### src/rtl/mips_multicycle_ctrl.sv
// Multi-cycle MIPS control FSM: sequences fetch/decode/execute/memory/writeback
// over a shared-ALU, single-memory datapath and counts retired instructions.
module mips_multicycle_ctrl #(
    parameter int CNT_W = 16
) (
    input  logic             i_clk,
    input  logic             i_rst,
    input  logic [5:0]       i_opcode,
    input  logic             i_memReady,
    output logic             o_pcWrite,
    output logic             o_pcWriteCond,
    output logic             o_bne,
    output logic             o_iorD,
    output logic             o_memRead,
    output logic             o_memWrite,
    output logic             o_irWrite,
    output logic             o_memToReg,
    output logic             o_regDst,
    output logic             o_regWrite,
    output logic             o_aluSrcA,
    output logic [1:0]       o_aluSrcB,
    output logic [1:0]       o_aluOp,
    output logic [1:0]       o_pcSrc,
    output logic             o_extOp,
    output logic             o_illegal,
    output logic             o_instrDone,
    output logic [CNT_W-1:0] o_retired,
    output logic [3:0]       o_state
);

    typedef enum logic [3:0] {
        S_FETCH  = 4'd0,
        S_DECODE = 4'd1,
        S_MEMADR = 4'd2,
        S_MEMRD  = 4'd3,
        S_MEMWB  = 4'd4,
        S_MEMWR  = 4'd5,
        S_RTEXEC = 4'd6,
        S_RTWB   = 4'd7,
        S_BRANCH = 4'd8,
        S_JUMP   = 4'd9,
        S_IEXEC  = 4'd10,
        S_IWB    = 4'd11
    } state_t;

    localparam logic [5:0] OP_RTYPE = 6'b000000;
    localparam logic [5:0] OP_J     = 6'b000010;
    localparam logic [5:0] OP_BEQ   = 6'b000100;
    localparam logic [5:0] OP_BNE   = 6'b000101;
    localparam logic [5:0] OP_ADDI  = 6'b001000;
    localparam logic [5:0] OP_ADDIU = 6'b001001;
    localparam logic [5:0] OP_SLTI  = 6'b001010;
    localparam logic [5:0] OP_ANDI  = 6'b001100;
    localparam logic [5:0] OP_ORI   = 6'b001101;
    localparam logic [5:0] OP_XORI  = 6'b001110;
    localparam logic [5:0] OP_LW    = 6'b100011;
    localparam logic [5:0] OP_SW    = 6'b101011;

    state_t           state_r;
    state_t           state_next_s;
    logic [CNT_W-1:0] retired_r;

    // State register and retired-instruction counter
    always_ff @(posedge i_clk) begin
        if (i_rst) begin
            state_r   <= S_FETCH;
            retired_r <= {CNT_W{1'b0}};
        end else begin
            state_r <= state_next_s;
            if (o_instrDone) begin
                retired_r <= retired_r + CNT_W'(1);
            end else begin
                retired_r <= retired_r;
            end
        end
    end

    // Next-state and Moore/strobe output decode; everything stays 0 under reset
    always_comb begin
        state_next_s  = S_FETCH;
        o_pcWrite     = 1'b0;
        o_pcWriteCond = 1'b0;
        o_bne         = 1'b0;
        o_iorD        = 1'b0;
        o_memRead     = 1'b0;
        o_memWrite    = 1'b0;
        o_irWrite     = 1'b0;
        o_memToReg    = 1'b0;
        o_regDst      = 1'b0;
        o_regWrite    = 1'b0;
        o_aluSrcA     = 1'b0;
        o_aluSrcB     = 2'b00;
        o_aluOp       = 2'b00;
        o_pcSrc       = 2'b00;
        o_extOp       = 1'b0;
        o_illegal     = 1'b0;
        o_instrDone   = 1'b0;
        o_state       = 4'd0;
        if (!i_rst) begin
            o_state = state_r;
            case (state_r)
                S_FETCH: begin
                    o_memRead    = 1'b1;
                    o_aluSrcB    = 2'b01;
                    o_irWrite    = i_memReady;
                    o_pcWrite    = i_memReady;
                    state_next_s = i_memReady ? S_DECODE : S_FETCH;
                end
                S_DECODE: begin
                    o_aluSrcB = 2'b11;
                    case (i_opcode)
                        OP_LW, OP_SW:     state_next_s = S_MEMADR;
                        OP_RTYPE:         state_next_s = S_RTEXEC;
                        OP_ADDI, OP_ADDIU, OP_SLTI,
                        OP_ANDI, OP_ORI, OP_XORI:
                                          state_next_s = S_IEXEC;
                        OP_BEQ, OP_BNE:   state_next_s = S_BRANCH;
                        OP_J:             state_next_s = S_JUMP;
                        default: begin
                            o_illegal    = 1'b1;
                            state_next_s = S_FETCH;
                        end
                    endcase
                end
                S_MEMADR: begin
                    o_aluSrcA = 1'b1;
                    o_aluSrcB = 2'b10;
                    case (i_opcode)
                        OP_LW:   state_next_s = S_MEMRD;
                        OP_SW:   state_next_s = S_MEMWR;
                        default: state_next_s = S_FETCH;
                    endcase
                end
                S_MEMRD: begin
                    o_memRead    = 1'b1;
                    o_iorD       = 1'b1;
                    state_next_s = i_memReady ? S_MEMWB : S_MEMRD;
                end
                S_MEMWB: begin
                    o_memToReg  = 1'b1;
                    o_regWrite  = 1'b1;
                    o_instrDone = 1'b1;
                end
                S_MEMWR: begin
                    o_memWrite   = 1'b1;
                    o_iorD       = 1'b1;
                    o_instrDone  = i_memReady;
                    state_next_s = i_memReady ? S_FETCH : S_MEMWR;
                end
                S_RTEXEC: begin
                    o_aluSrcA    = 1'b1;
                    o_aluOp      = 2'b10;
                    state_next_s = S_RTWB;
                end
                S_RTWB: begin
                    o_regDst    = 1'b1;
                    o_regWrite  = 1'b1;
                    o_instrDone = 1'b1;
                end
                S_IEXEC: begin
                    o_aluSrcA    = 1'b1;
                    o_aluSrcB    = 2'b10;
                    o_aluOp      = 2'b11;
                    o_extOp      = (i_opcode == OP_ANDI) || (i_opcode == OP_ORI) ||
                                   (i_opcode == OP_XORI);
                    state_next_s = S_IWB;
                end
                S_IWB: begin
                    o_regWrite  = 1'b1;
                    o_instrDone = 1'b1;
                end
                S_BRANCH: begin
                    o_aluSrcA     = 1'b1;
                    o_aluOp       = 2'b01;
                    o_pcSrc       = 2'b01;
                    o_instrDone   = 1'b1;
                    o_pcWriteCond = (i_opcode == OP_BEQ);
                    o_bne         = (i_opcode == OP_BNE);
                end
                S_JUMP: begin
                    o_pcSrc     = 2'b10;
                    o_pcWrite   = 1'b1;
                    o_instrDone = 1'b1;
                end
                default: state_next_s = S_FETCH;
            endcase
        end else begin
            state_next_s = S_FETCH;
        end
    end

    assign o_retired = i_rst ? {CNT_W{1'b0}} : retired_r;

endmodule

### config.mk
export PLATFORM = sky130hd
export DESIGN_NAME = mips_multicycle_ctrl
export DESIGN_NICKNAME = d
export VERILOG_FILES = /design/src/rtl/mips_multicycle_ctrl.sv
export SDC_FILE = /design/constraint.sdc
export NUM_CORES = 1
export LEC_CHECK = 0
export CORE_MARGIN = 3
export CORE_UTILIZATION = 45
export DETAILED_ROUTE_END_ITERATION = 8
export GPL_TIMING_DRIVEN = 0
export PLACE_DENSITY = 0.79
export SLEW_MARGIN = 15
export SYNTH_ARGS = -nofsm -noshare
export SYNTH_HDL_FRONTEND = slang
export SYNTH_SLANG_ARGS = --single-unit
### constraint.sdc
create_clock -name i_clk -period 3.3 [get_ports i_clk]
set_clock_uncertainty 0.05 [all_clocks]
set_input_delay 0.66 -clock i_clk [delete_from_list [all_inputs] [get_ports i_clk]]
set_output_delay 0.66 -clock i_clk [all_outputs]
set_load 0.01 [all_outputs]
# Word-level counts from Yosys, hierarchy flattened
# Cells that the tools add are included.
dict set report word_totals {
  ff_bits 20
  in_bits 9
  elab_cells 82
}
dict set report classes {
  addsub 1
  eq_ne 22
  muxes 43
  n_reduce_logical 14
}
# operator n
set ops {}
lappend ops {{$eq 6x4->1 const B} 6}
lappend ops {{$mux 1} 28}
lappend ops {{$pmux 4 s7} 1}
lappend ops {{$pmux 4 s5} 1}
lappend ops {{$add 16x1->16 const B} 1}
lappend ops {{$eq 4x3->1 const B} 4}
lappend ops {{$eq 4x4->1 const B} 4}
lappend ops {{$mux 16} 1}
lappend ops {{$eq 6x3->1 const B} 2}
lappend ops {{$eq 6x6->1 const B} 2}
lappend ops {{$pmux 2 s3} 2}
lappend ops {{$reduce_or 12->1} 1}
lappend ops {{$reduce_or 2->1} 5}
lappend ops {{$eq 4x2->1 const B} 2}
lappend ops {{$eq 6x2->1 const B} 1}
lappend ops {{$logic_not 6->1} 1}
lappend ops {{$mux 2} 3}
lappend ops {{$mux 3} 2}
lappend ops {{$pmux 3 s2} 1}
lappend ops {{$reduce_or 6->1} 1}
lappend ops {{$reduce_or 5->1} 1}
lappend ops {{$eq 4x1->1 const B} 1}
lappend ops {{$logic_not 4->1} 1}
lappend ops {{$mux 4} 1}
lappend ops {{5 further kinds} 7}

# Depth between registers and ports, before layout
# Gate-level depths: netlist of run 1.
dict set report logic_depth {
  depth_word 5
  mapped_depth 6
  depth_no_buf 5
}

# Worst setup path before layout of run 1
# Ideal clock, no wire load.
dict set report synth_timing {
  path_kind {input to output}
  from {input i_rst}
  to {output o_extOp}
  arrival_ps 1701
  slack_ps 889
  stages 5
  path_buffers 2
  path_cell_list {clkbuf_1 clkbuf_1 nor3_1 nand3_1 nor2_1}
}
dict set report synth_between {
  elab_chain_cells 1
}
# element line
set synth_rtl {}
lappend synth_rtl {{start: declaration} 7} ;# input logic i_rst,
lappend synth_rtl {{$mux 1} 99} ;# if (!i_rst) begin
lappend synth_rtl {{end: declaration} 24} ;# output logic o_extOp,
# Every way passes these cells.

# Worst setup path in the final report of run 1
dict set report layout_timing {
  from {input i_memReady}
  to {output o_instrDone}
}
dict set report layout_between {
  elab_chain_cells 2
}
# element line
set layout_rtl {}
lappend layout_rtl {{start: declaration} 9} ;# input logic i_memReady,
lappend layout_rtl {{$pmux 1 s2} 101} ;# case (state_r)
lappend layout_rtl {{$mux 1} 99}
lappend layout_rtl {{end: declaration} 26} ;# output logic o_instrDone,
# Every way passes these cells.

==> results.sh, run 1 <==
export IMPL_dieArea_um2=4030
export IMPL_finalNonFillerCells=293
export IMPL_io_buffers=46
export IMPL_grt_pass1_wl_mm=6.35
export IMPL_synth_edf_count=0
export IMPL_cts_sinks=20
export IMPL_place_inst=290
export IMPL_grt_max_degree=11
export IMPL_cp_arrival_ps=2520
export IMPL_synth_nets=210
export IMPL_crit_required_ps=2590
export IMPL_maxCapViolations=0
export IMPL_finalHoldViolCount=0
export IMPL_status="complete, no violations"
export IMPL_rr_worst_depth=5
export IMPL_synth_cells=200
export IMPL_nFillCells=300
export IMPL_cp_start_kind="primary input"
export IMPL_relSlewSlack=0.680
export IMPL_endpoint_kind="output port"
export IMPL_die_h_um=63.5
export IMPL_finalSetupViolations=0
export IMPL_syn_area_um2=1490
export IMPL_ys_ff_latch=20
export IMPL_cp_max_fo=6
export IMPL_wl_mm=3.71
export IMPL_numCtsBuffers=3
export IMPL_synth_top_cells_by_count="nor2_1, dfxtp_1, nor2b_1"
export IMPL_synthMostInstantiatedCell="nor2_1"
export IMPL_viasPerCell=5.26
export IMPL_postRouteAntennaNets=0
export IMPL_ir_drop_mv=0.211
export IMPL_cts_htree_levels=1
export IMPL_num_vias=1542
export IMPL_worstMarginPinSlew_ps=479
export IMPL_synth_ff_type="dfxtp_1"
export IMPL_whs_ps=487
export IMPL_cts_tree="built"
export IMPL_ys_async_sr_fraction=0
export IMPL_crit_type="in2out"
export IMPL_antenna_found_initial=0
export IMPL_rows=20
export IMPL_clkLatencyLatePin_ps=300
export IMPL_gr_usage_all_layers=0.186
export IMPL_wire_per_inst_um=12.7
export IMPL_clkTransAtPathRegs_ps=100
export IMPL_core_um2=3100
export IMPL_power_frac_seq=0.569
export IMPL_grt_setup_unrepaired="no"
export IMPL_hold_class="reg2reg"
export IMPL_drtIter0Drc=95
export IMPL_synth_top_area_cell="dfxtp_1"
export IMPL_p_per_area_nw_per_um2=211
export IMPL_power_frac_comb=0.170
export IMPL_leakagePower_nw=0.679
export IMPL_min_path_cells=2
export IMPL_cts_setup_buffers=0
export IMPL_synth_distinct_cells=40
export IMPL_synth_top_cell_area_share=0.269
export IMPL_fmax_ghz=0.310
export IMPL_fin_ws_ps=72.9
export IMPL_tns_ps=0
export IMPL_timing_final_crit_period_ps=3230
export IMPL_power_share_clock=0.260
export IMPL_io_pins=49
export IMPL_gp_congestion=0.908
export IMPL_cts_root_buf="clkbuf_4"
export IMPL_clockBufferDepth=2
export IMPL_syn_area_per_cell_um2=7.44
export IMPL_yosys_top_cells_area="dfxtp_1, nor2b_1, xnor2_1"
export IMPL_dpl_hpwl_mm=2.81
export IMPL_nets=261
export IMPL_initial_core_util=0.479
export IMPL_maxSlewViolCount=0
export IMPL_die_x_um=63.5
export IMPL_total_power_mw=0.429
export IMPL_overflow=0
export IMPL_swShare=0.260
export IMPL_place_ws_ps=37.8
export IMPL_drc=0
export IMPL_switchingPower_mw=0.111
export IMPL_finalCritPeriodShare=0.978
export IMPL_drive_above_1_share=0.0843
export IMPL_area_growth_pct=36.4
export IMPL_power_internal_mw=0.317
export IMPL_grt_pass1_vias=1411
export IMPL_ys_seq_area_frac=0.269
export IMPL_ys_warn_count=0
export IMPL_dr_pass1_iters=4
export IMPL_antenna_cells=0
-- per-layer routing --
metal  global-route usage  routed length, µm  vias up  part of all wire
li1                     -                  -      796                 -
met1                0.266               1810      707              0.49
met2                0.302               1720       37              0.46
met3               0.0285                169        2             0.046
met4               0.0243                 16        0            0.0043
met5                    0                  0        -                 0
-- power by group through the flow --
stage / combinational [mW] / sequential, mW / clock, mW
floorplan: 0.0410 / 0.249 / 0
global placement: 0.0717 / 0.250 / 0
detailed placement: 0.0724 / 0.250 / 0
CTS: 0.0725 / 0.244 / 0.117
global route: 0.0809 / 0.245 / 0.125
finish: 0.0731 / 0.244 / 0.112
-- worst max-delay path: stages --
cell and delay, ps:
clkdlybuf4s50_1 490, or3b_2 520, a21oi_4 230, nor3_1 110, clkdlybuf4s50_1 510
-- repair_timing --
item / CTS / global route
hold buffers: 0 / 0
setup endpoints to repair: 0 / 3
gates resized for setup: 0 / 2
-- final cells by class --
type	count	area, µm²	area share
repair buffers	46	463	0.228
multi-input cells	161	1010	0.496
well taps	44	55.1	0.0271
inverters	4	15.0	0.00740
plain buffers	15	66.3	0.0327
flip-flops and latches	20	400	0.197
clock buffers	3	22.5	0.0111
-- registers in the layout (all words and copies together), names as in the netlist --
| register | cells |
|---|---|
| retired_r | 16 |
| state_r | 4 |
-- through the flow --
stage               area, µm²  utilization
global placement         2000        0.646
finish                   2030        0.654
CTS                      2030        0.653
floorplan                1490            -
global route             2030        0.654
detailed placement       2000        0.646
-- cell families (layout without fill, tap and decap cells) --
family	count (synthesis)	after routing	synth area share
AOI/OAI and AO/OA	24	24	0.122
xor gates and xnor gates	13	13	0.0765
adders and majority gates	1	1	0.00841
buffers and inverters	19	68	0.0538
DFF	20	20	0.269
muxes	3	3	0.0227
and+or+nand+nor	120	120	0.447
-- path summary, 6_finish.rpt --
check                       startpoint                    endpoint  slack [ps]
min reg2reg  retired_r[0]$_SDFFE_PP0P_   retired_r[0]$_SDFFE_PP0P_         490
max reg2reg      state_r[1]$_SDFF_PP0_  retired_r[15]$_SDFFE_PP0P_        1450
min          retired_r[0]$_SDFFE_PP0P_   retired_r[0]$_SDFFE_PP0P_         490
max                         i_memReady                 o_instrDone          70
-- layout by cell type (no fill, tap or decap), drive strengths merged --
cell / n
a2111oi: 1
nor2: 29
nor3: 12
nand2: 12
nand2b: 7
xnor2: 13
or3: 1
a31oi: 5
o21ai: 4
a311o: 1
a22oi: 1
nor4b: 6
o21bai: 1
a31o: 1
nor4: 5
nand4: 1
and3: 5
or4b: 1
nor2b: 19
or2: 2
inv: 4
dfxtp: 20
and2b: 1
clkdlybuf4s50: 45
or3b: 1
ha: 1
a21oi: 7
buf: 5
nand3: 11
mux2: 3
dlymetal6s2s: 1
and4: 1
clkbuf: 13
o21a: 1
nand3b: 3
nor3b: 3
a211oi: 2
(Power assumes the default switching activity.)
==> run 2: changes to the inputs <==
RECOVER_POWER = 100   (was unset)
==> results.sh, run 2 (synthesized netlist as in run 1, its figures left out) <==
export IMPL_finalHoldViolCount=0
export IMPL_nets=261
export IMPL_nFillCells=303
export IMPL_cts_htree_levels=1
export IMPL_switchingPower_mw=0.111
export IMPL_viasPerCell=5.27
export IMPL_hold_class="reg2reg"
export IMPL_dpl_hpwl_mm=2.81
export IMPL_antenna_cells=0
export IMPL_clkLatencyLatePin_ps=300
export IMPL_place_ws_ps=37.8
export IMPL_leakagePower_nw=0.780
export IMPL_p_per_area_nw_per_um2=211
export IMPL_grt_setup_unrepaired="no"
export IMPL_drtIter0Drc=107
export IMPL_ir_drop_mv=0.213
export IMPL_cp_start_kind="primary input"
export IMPL_drc=0
export IMPL_fmax_ghz=0.310
export IMPL_cp_max_fo=6
export IMPL_rr_worst_depth=6
export IMPL_die_x_um=63.5
export IMPL_reg2reg_slack_ps=1250
export IMPL_final_cell_mix="dlygate4sd3_1, nor2_1, dfxtp_1"
export IMPL_cts_tree="built"
export IMPL_power_frac_comb=0.166
export IMPL_power_internal_mw=0.316
export IMPL_grt_pass1_vias=1411
export IMPL_wire_per_inst_um=12.6
export IMPL_endpoint_kind="output port"
export IMPL_crit_required_ps=2590
export IMPL_initial_core_util=0.479
export IMPL_grt_pass1_wl_mm=6.35
export IMPL_dr_pass1_iters=4
export IMPL_critPathCapture="o_instrDone"
export IMPL_fin_ws_ps=69.5
export IMPL_cts_hold_buf=0
export IMPL_maxCapViolations=0
export IMPL_final_common_cell="dlygate4sd3_1"
export IMPL_die_h_um=63.5
export IMPL_cp_arrival_ps=2520
export IMPL_power_share_clock=0.262
export IMPL_status="complete, no violations"
export IMPL_antenna_found_initial=0
export IMPL_cts_root_buf="clkbuf_4"
export IMPL_largestRegisters="retired_r x16, state_r x4"
export IMPL_worstMarginPinSlew_ps=529
export IMPL_postRouteAntennaNets=0
export IMPL_timing_final_crit_period_ps=3230
export IMPL_clkTransAtPathRegs_ps=100
export IMPL_area_growth_pct=36.1
export IMPL_largest_reg_flops=16
export IMPL_finalSetupViolations=0
export IMPL_top_register="retired_r"
export IMPL_swShare=0.260
export IMPL_drive_above_1_share=0.0763
export IMPL_clockBufferDepth=2
export IMPL_gr_usage_all_layers=0.186
export IMPL_wl_mm=3.70
export IMPL_dieArea_um2=4030
export IMPL_relSlewSlack=0.647
export IMPL_num_vias=1545
export IMPL_numCtsBuffers=3
export IMPL_core_um2=3100
export IMPL_overflow=0
export IMPL_tns_ps=0
export IMPL_cts_sinks=20
export IMPL_cp_startpoint="i_memReady"
export IMPL_maxSlewViolCount=0
export IMPL_io_buffers=46
export IMPL_crit_type="in2out"
export IMPL_io_pins=49
export IMPL_grt_max_degree=11
export IMPL_finalCritPeriodShare=0.979
export IMPL_rr_startpoint="state_r[1]$_SDFF_PP0_"
export IMPL_gp_congestion=0.908
export IMPL_power_frac_seq=0.572
export IMPL_r2r_end="retired_r[5]$_SDFFE_PP0P_"
export IMPL_fin_util=0.652
export IMPL_rows=20
[run 2: worst min path at each step]
stage,start,to,cells after the start
6_report,retired_r[0]$_SDFFE_PP0P_,retired_r[0]$_SDFFE_PP0P_,2
5_1_grt,retired_r[0]$_SDFFE_PP0P_,retired_r[0]$_SDFFE_PP0P_,2
4_1_cts,retired_r[0]$_SDFFE_PP0P_,retired_r[0]$_SDFFE_PP0P_,2
3_5_place_dp,retired_r[0]$_SDFFE_PP0P_,retired_r[0]$_SDFFE_PP0P_,2
3_3_place_gp,retired_r[0]$_SDFFE_PP0P_,retired_r[0]$_SDFFE_PP0P_,2
2_1_floorplan,retired_r[0]$_SDFFE_PP0P_,retired_r[0]$_SDFFE_PP0P_,2
[run 2: critical path, stage by stage]
cell and delay (ps):
clkdlybuf4s50_1 490, or3b_2 520, a21oi_4 220, nor3_1 110, clkdlybuf4s50_1 510
[run 2: through the flow]
step                hold WS [ps]  area, µm²  cells  power (mW)
floorplan                    429       1490    200       0.290
global placement             455       2000    290       0.321
detailed placement           476       2000    290       0.322
CTS                          491       2030    293       0.433
global route                 545       2020    293       0.449
finish                       485       2020    293       0.427
[run 2: final cells by class]
type                       count  area, µm²  share of cell area
inverter                       4       15.0             0.00742
sequential                    20        400               0.198
multi-input combinational    161       1010               0.498
timing repair buffer          46        463               0.229
buffer                        15       61.3              0.0303
tap                           44       55.1              0.0272
clock buffer                   3       22.5              0.0111
[run 2: per-layer routing]
metal | share of wire | wire, µm | global-route usage
met1 | 0.49 | 1810 | 0.266
met2 | 0.46 | 1700 | 0.302
met3 | 0.045 | 167 | 0.0285
met4 | 0.0043 | 16 | 0.0243
met5 | 0 | 0 | 0
[run 2: power by group through the flow]
stage / sequential (mW) / clock [mW] / combinational [mW]
CTS: 0.244 / 0.117 / 0.0725
detailed placement: 0.250 / 0 / 0.0724
finish: 0.244 / 0.112 / 0.0709
global placement: 0.250 / 0 / 0.0717
floorplan: 0.249 / 0 / 0.0410
global route: 0.245 / 0.125 / 0.0789
[run 2: timing repair]
item                                    in CTS  in global routing
setup buffers                                0                  0
endpoints found under the setup margin       0                  3
resized for setup                            0                  2
